--- src/rtl/relprime_controller.sv ---
// Finds the smallest m >= M_START with gcd(n, m) == 1 using a subtractive-Euclid datapath.
// Latency: 1 + sum over candidates of (3 + subtraction steps) edges; start ignored while busy.
module relprime_controller #(
    parameter int WIDTH   = 16,
    parameter int M_START = 2
) (
    input  logic             CLK,
    input  logic             RST_N,
    input  logic             start,
    input  logic [WIDTH-1:0] n_in,
    output logic             busy,
    output logic             done,
    output logic             err,
    output logic [WIDTH-1:0] result,
    output logic [WIDTH-1:0] tries
);

    typedef enum logic [2:0] {
        S_IDLE,
        S_LOAD,
        S_GCD,
        S_CHECK,
        S_DONE
    } state_t;

    localparam logic [WIDTH-1:0] M_INIT   = WIDTH'(M_START);
    localparam logic [WIDTH-1:0] ONE      = WIDTH'(1);
    localparam logic [WIDTH-1:0] ALL_ONES = '1;

    state_t           state_q, state_d;
    logic [WIDTH-1:0] n_r_q, n_r_d;
    logic [WIDTH-1:0] m_q, m_d;
    logic [WIDTH-1:0] a_q, a_d;
    logic [WIDTH-1:0] b_q, b_d;
    logic [WIDTH-1:0] result_q, result_d;
    logic [WIDTH-1:0] tries_q, tries_d;
    logic             err_q, err_d;
    logic             busy_q, busy_d;
    logic             done_q, done_d;

    always_comb begin
        state_d  = state_q;
        n_r_d    = n_r_q;
        m_d      = m_q;
        a_d      = a_q;
        b_d      = b_q;
        result_d = result_q;
        tries_d  = tries_q;
        err_d    = err_q;

        case (state_q)
            S_IDLE: begin
                if (start) begin
                    n_r_d   = n_in;
                    m_d     = M_INIT;
                    tries_d = '0;
                    err_d   = 1'b0;
                    if (n_in == '0) begin
                        result_d = '0;
                        err_d    = 1'b1;
                        state_d  = S_DONE;
                    end else begin
                        state_d  = S_LOAD;
                    end
                end
            end
            S_LOAD: begin
                a_d     = n_r_q;
                b_d     = m_q;
                tries_d = tries_q + ONE;
                state_d = S_GCD;
            end
            S_GCD: begin
                if (a_q == b_q) begin
                    state_d = S_CHECK;
                end else if (a_q > b_q) begin
                    a_d = a_q - b_q;
                end else begin
                    b_d = b_q - a_q;
                end
            end
            S_CHECK: begin
                if (a_q == ONE) begin
                    result_d = m_q;
                    state_d  = S_DONE;
                end else if (m_q == ALL_ONES) begin
                    // Candidate space exhausted; stop rather than wrap back to zero.
                    result_d = '0;
                    err_d    = 1'b1;
                    state_d  = S_DONE;
                end else begin
                    m_d     = m_q + ONE;
                    state_d = S_LOAD;
                end
            end
            S_DONE: begin
                state_d = S_IDLE;
            end
            default: begin
                state_d = S_IDLE;
            end
        endcase

        // Status flags are registered copies of the next state.
        busy_d = (state_d != S_IDLE);
        done_d = (state_d == S_DONE);
    end

    always_ff @(posedge CLK or negedge RST_N) begin
        if (!RST_N) begin
            state_q  <= S_IDLE;
            n_r_q    <= '0;
            m_q      <= '0;
            a_q      <= '0;
            b_q      <= '0;
            result_q <= '0;
            tries_q  <= '0;
            err_q    <= 1'b0;
            busy_q   <= 1'b0;
            done_q   <= 1'b0;
        end else begin
            state_q  <= state_d;
            n_r_q    <= n_r_d;
            m_q      <= m_d;
            a_q      <= a_d;
            b_q      <= b_d;
            result_q <= result_d;
            tries_q  <= tries_d;
            err_q    <= err_d;
            busy_q   <= busy_d;
            done_q   <= done_d;
        end
    end

    assign busy   = busy_q;
    assign done   = done_q;
    assign err    = err_q;
    assign result = result_q;
    assign tries  = tries_q;

endmodule

--- config.mk ---
export PLATFORM = sky130hd
export DESIGN_NAME = relprime_controller
export DESIGN_NICKNAME = d
export VERILOG_FILES = /design/src/rtl/relprime_controller.sv
export SDC_FILE = /design/constraint.sdc
export NUM_CORES = 1
export LEC_CHECK = 0
export BUFFER_PORTS_ARGS = -buffer_cell sky130_fd_sc_hd__buf_2
export CORE_AREA = 5 5 115 117
export CTS_CLUSTER_SIZE = 16
export DETAILED_ROUTE_END_ITERATION = 10
export DIE_AREA = 0 0 120 122
export GPL_TIMING_DRIVEN = 0
export PLACE_DENSITY = 0.73
export SETUP_SLACK_MARGIN = 0.05
export SLEW_MARGIN = 20
export SYNTH_ARGS = -nofsm -noshare
export SYNTH_HDL_FRONTEND = slang
export SYNTH_SLANG_ARGS = --single-unit
export TNS_END_PERCENT = 50
--- constraint.sdc ---
create_clock -name CLK -period 2.7 [get_ports CLK]
set_clock_uncertainty 0.1 [all_clocks]
set_input_delay 0.135 -clock CLK [delete_from_list [all_inputs] [get_ports CLK]]
set_output_delay 0.135 -clock CLK [all_outputs]
set_load 0.03 [all_outputs]
[After elaboration in Yosys (flattened, before gate mapping)]
Cells that the tools add are included.
Operators by class
  add/subtract/negate cells: 4
  magnitude comparators: 1
  eq/ne operators: 16
  multiplexer cells: 28
  reductions and logical operators: 13
Operators by type and width (number)
  $mux W16: 12
  $pmux W16 S2: 5
  $add A16 B1 Y16 const B: 2
  $sub A16 B16 Y16: 2
  $eq A16 B1 Y1 const B: 1
  $eq A16 B16 Y1: 1
  $eq A16 B16 Y1 const B: 1
  $gt A16 B16 Y1: 1
  $logic_not A16 Y1: 1
  $ne A2 B2 Y1 const B: 8
  $mux W3: 5
  $pmux W3 S4: 1
  $reduce_and A4 Y1: 3
  $eq A3 B2 Y1 const B: 2
  $reduce_and A3 Y1: 2
  $reduce_bool A2 Y1: 3
  $mux W1: 4
  $reduce_and A2 Y1: 2
  $eq A3 B1 Y1 const B: 1
  $eq A3 B3 Y1 const B: 1
  $logic_not A3 Y1: 1
  $ne A3 B3 Y1 const B: 1
  $reduce_bool A3 Y1: 1
  $pmux W1 S2: 1
Word-level totals
  flip-flop bits (word level): 102
  input port bits: 19
  word-level logic and storage cells: 72

[Logic depth before layout (Yosys ltp)]
  word-level depth: 5
  depth in mapped cells: 11

[Worst setup path after synthesis]
Ideal clock, no wire load.
  kind: reg2reg
  from: register a_q[0]
  to: register a_q[10]
  library setup time: 0.119 ns
  arrival time: 2.294 ns
  setup slack: 0.187 ns
  stages on the path, launching flop included: 12
  buffers on the path: 1
  cell sequence: dfrtp_1 > inv_1 > ha_1 > fa_1 > nor2b_1 > o21ai_1 > a211oi_2 > o31ai_1 > a31oi_2 > buf_2 > o211ai_1 > o21a_1
Between the ends
  word-level cells in the longest chain between the ends: 4
  elaborated cells on any way between the ends: 9
RTL lines
  start, declared: line 33  | logic [WIDTH-1:0] a_q, a_d;
  start signal, assigned: line 114  | a_q <= '0;
  start signal, assigned: line 125  | a_q <= a_d;
  $sub A16 B16 Y16: line 77  | a_d = a_q - b_q;
  $mux W16: line 76  | end else if (a_q > b_q) begin
  $mux W16: line 74  | if (a_q == b_q) begin
  $pmux W16 S2: line 51  | case (state_q)
Parallel ways exist; a longest one is shown, timed or not. The select of a mux whose other input is x is not followed.
A chain may end at the register's enable or synchronous reset.

[Worst setup path after layout]
Ends and elaborated chain as after synthesis.

==> run_results.csv <==
group,metric,value,unit
worst_setup_path,crit_required,2.85,ns
yosys,yosysSeqAreaShare,0.4149,
drt,viasPerCell,5.839,
placed_design,port_buffers,53,
sta,rsz0062_at_grt,"true",
floorplanning,initial_core_util,0.5018,
sta,worst_pin_slew,0.7110,ns
global_routing,met3_usage,0.03714,
yosys,synth_cells,706,
sta,fmax,379.1,MHz
worst_setup_path,path_cells,"inv_1, ha_2, fa_2, nor2b_4, o21ai_4, a211oi_4, o31ai_2, a31oi_2, buf_4, buf_8, o211ai_1, o21a_1",
worst_setup_path,worstPathArrival,2.79,ns
yosys,synth_ff_type,"dfrtp_1",
worst_setup_path,cp_top_family,"compound AO/OA/AOI/OAI gates",
job,maxCapViolations,0,
yosys,synth_nets,760,
final_layout,finalNetCount,844,
cts,cts-htree-levels,3,
yosys,synthArstFlopShare,1.000,
worst_setup_path,r2r_slack,0.06,ns
outcome,outcome,"finished clean",
worst_setup_path,path_max_fanout,10,
floorplanning,ioPinCount,54,
worst_setup_path,endpoint_kind,"register",
global_routing,grt_pass1_wl,27890,um
drt,drc_errors,0,
final_layout,fillCellCount,1064,
yosys,synth-edff-count,0,
floorplanning,die_height,122,um
yosys,netlist.area_leader.share,0.4149,
drt,wire_per_inst,18.16,um
yosys,netlist-cell-type-count,59,
sta,timing.final.crit_period,2.637,ns
power_and_ir_drop,p_leak,0.003489,uW
yosys,syn_area,0.006152,sq mm
drt,finalWirelength,17160,um
final_layout,syn_to_final_growth,19.65,%
yosys,synth-seq-cells,102,
power_and_ir_drop,ir_drop,0.6015,mV
global_routing,grt_use_met2,0.4067,
global_routing,antenna_found_initial,0,
cts,cts_tree,"done",
placed_design,placedCellCount,910,
yosys,synth_top_area_cell,"dfrtp_1",
final_layout,drive_gt1_frac,0.1736,
yosys,yosysWarnings,0,
global_routing,gr-max-usage-layer,"met2",
drt,ant_nets,0,
drt,vias,5518,
hold_path,hold_class,"input pin to async pin",
global_routing,grt_max_degree,82,
global_routing,grt_use_met1,0.3144,
worst_setup_path,max_stage_delay,0.39,ns
worst_setup_path,cp_slowest_cell,"fa_2",
cts,clock_path_buffers,2,
sta,setup_viol,0,
cts,cts-root-buf,"clkbuf_16",
worst_setup_path,cp-start-kind,"register",
cts,cts_buffers,9,
worst_setup_path,r2r_end,"a_q[10]",
yosys,syn_avg_cell_area,8.714,sq um
worst_setup_path,critical_path_class,"register to register",
power_and_ir_drop,pwr_density_cell,1391,mW/mm^2
sta,slew_headroom,0.5260,
worst_setup_path,reg2reg_from,"a_q[0]",
floorplanning,dieArea,0.01464,sq mm
floorplanning,rows,41,
cts,clk_latency,0.36,ns
final_layout,n_antenna_cell,0,
cts,numClockSinks,102,
sta,fin_crit_sh,0.9768,
floorplanning,core-area,0.01226,sq mm
final_layout,instances_no_fill,945,
sta,hold_ws,0.09979,ns
sta,hold_viol,0,
drt,firstDrtPassIters,5,
global_routing,grt_pass1_vias,5416,
worst_setup_path,r2r_cells,12,
cts,path_clk_slew,0.07,ns
drt,first_iter_violations,373,
placed_design,gp_congestion,0.9318,
global_routing,grt.total_usage,0.2398,
yosys,synth.area.top_cells,"dfrtp_1, nand2_1, ha_1",
floorplanning,dieWidth,120,um
placed_design,post-dp-hpwl,12370,um
global_routing,grt.overflow.total,0,
worst_setup_path,path_buf_inv,3,
sta,maxSlewViolCount,0,
-- placed cells by master, fill, tap and decap left out, drive strengths merged, types with 10 or more instances in the layout --
cell         netlist  layout
a21oi             53      53
a22o              16      16
nor4              11      11
mux2i             11      11
dfrtp            102     102
dlygate4sd3        0      17
and3              14      14
nand3             15      15
nand2            120     120
o21ai             56      56
buf               15      78
a31oi             10      10
clkbuf            25      29
xnor2             29      29
nor3              13      13
ha                33      33
nor2              50      50
a211oi            11      11
inv               37      39
-- worst max path at each step --
| stage | startpoint | endpoint | slack (ns) | cells past startpoint |
|---|---|---|---|---|
| 4_1_cts | a_q[8] | b_q[10] | 0.04 | 10 |
| 2_1_floorplan | a_q[0] | a_q[10] | 0.19 | 11 |
| 3_5_place_dp | a_q[9] | b_q[10] | -0.36 | 11 |
| 3_3_place_gp | a_q[9] | b_q[7] | -0.25 | 11 |
| 5_1_grt | a_q[0] | a_q[10] | -0.06 | 12 |
| 6_report | a_q[0] | a_q[10] | 0.06 | 12 |
-- layout make-up --
type,instances,area (sq um),share of cell area
Buffer,32,197.7,0.02686
Clock buffer,11,242.7,0.03298
Clock inverter,5,42.54,0.005779
Inverter,37,138.9,0.01887
Multi-Input combinational cell,527,3450,0.4686
Sequential cell,102,2554,0.3469
Tap cell,150,187.7,0.02550
Timing Repair Buffer,81,548.0,0.07445
-- stage by stage --
| step | worst slack (ns) | utilization | area [sq um] | total power, uW | setup TNS (ns) |
|---|---|---|---|---|---|
| floorplan | 0.1875 | - | 6152 | 6582 | 0 |
| global placement | -0.2531 | 0.5387 | 6605 | 7925 | -4.488 |
| detailed placement | -0.3612 | 0.5415 | 6639 | 8031 | -6.181 |
| CTS | 0.04480 | 0.5869 | 7196 | 9677 | 0 |
| global route | -0.05561 | 0.6004 | 7361 | 10960 | -0.2309 |
| finish | 0.06251 | 0.6004 | 7361 | 10240 | 0 |
-- logic make-up after synthesis --
group	share of synthesized area
compound gates	0.1814
buf+inv	0.05410
simple gates	0.2036
flops	0.4149
fa+ha+maj	0.07362
mux	0.01973
xor+xnor	0.05267
-- where the power goes --
part / total, uW / switching (uW) / internal, uW / leakage, uW
logic: 6600 / 3970 / 2630 / 0.00202
registers: 2360 / 376 / 1980 / 0.00132
clock network: 1280 / 617 / 663 / 0.000142
-- layer usage --
| metal | share of wire | vias up | wire, um |
|---|---|---|---|
| met5 | 0 | - | 0 |
| met4 | 0.020 | 0 | 345 |
| met3 | 0.061 | 33 | 1045 |
| met2 | 0.49 | 188 | 8365 |
| met1 | 0.43 | 2684 | 7406 |
| li1 | - | 2613 | - |
-- cell usage after synthesis (all sizes together), types with 2 or more instances --
cell	instances
o221ai	2
and2	8
o31ai	4
o21ai	56
nor4	11
nor4b	3
ha	33
nand2b	7
nand2	120
xor2	8
dfrtp	102
a21boi	3
mux2i	11
or3	2
a31oi	10
o211ai	3
nand3	15
fa	2
nand4	8
and3	14
a21o	6
nor2b	6
nor3	13
and4	2
inv	37
a22oi	5
nor2	50
a211oi	11
xnor2	29
a22o	16
a21oi	53
buf	15
clkbuf	25
o21a	3
-- repair_timing --
action	4_1_cts	5_1_grt
gates resized for setup	23	36
hold buffers	17	0
gates cloned	0	1
pin swaps	3	10
endpoints found under the hold margin	118	0
endpoints found under the setup margin	32	51
buffers inserted	5	4
-- registers in the layout (all words and copies together) (netlist names) --
name     cells
b_q         16
state_q      3
tries       16
m_q         16
a_q         16
done         1
n_r_q       16
err          1
result      16
busy         1
(Power assumes the default switching activity.)
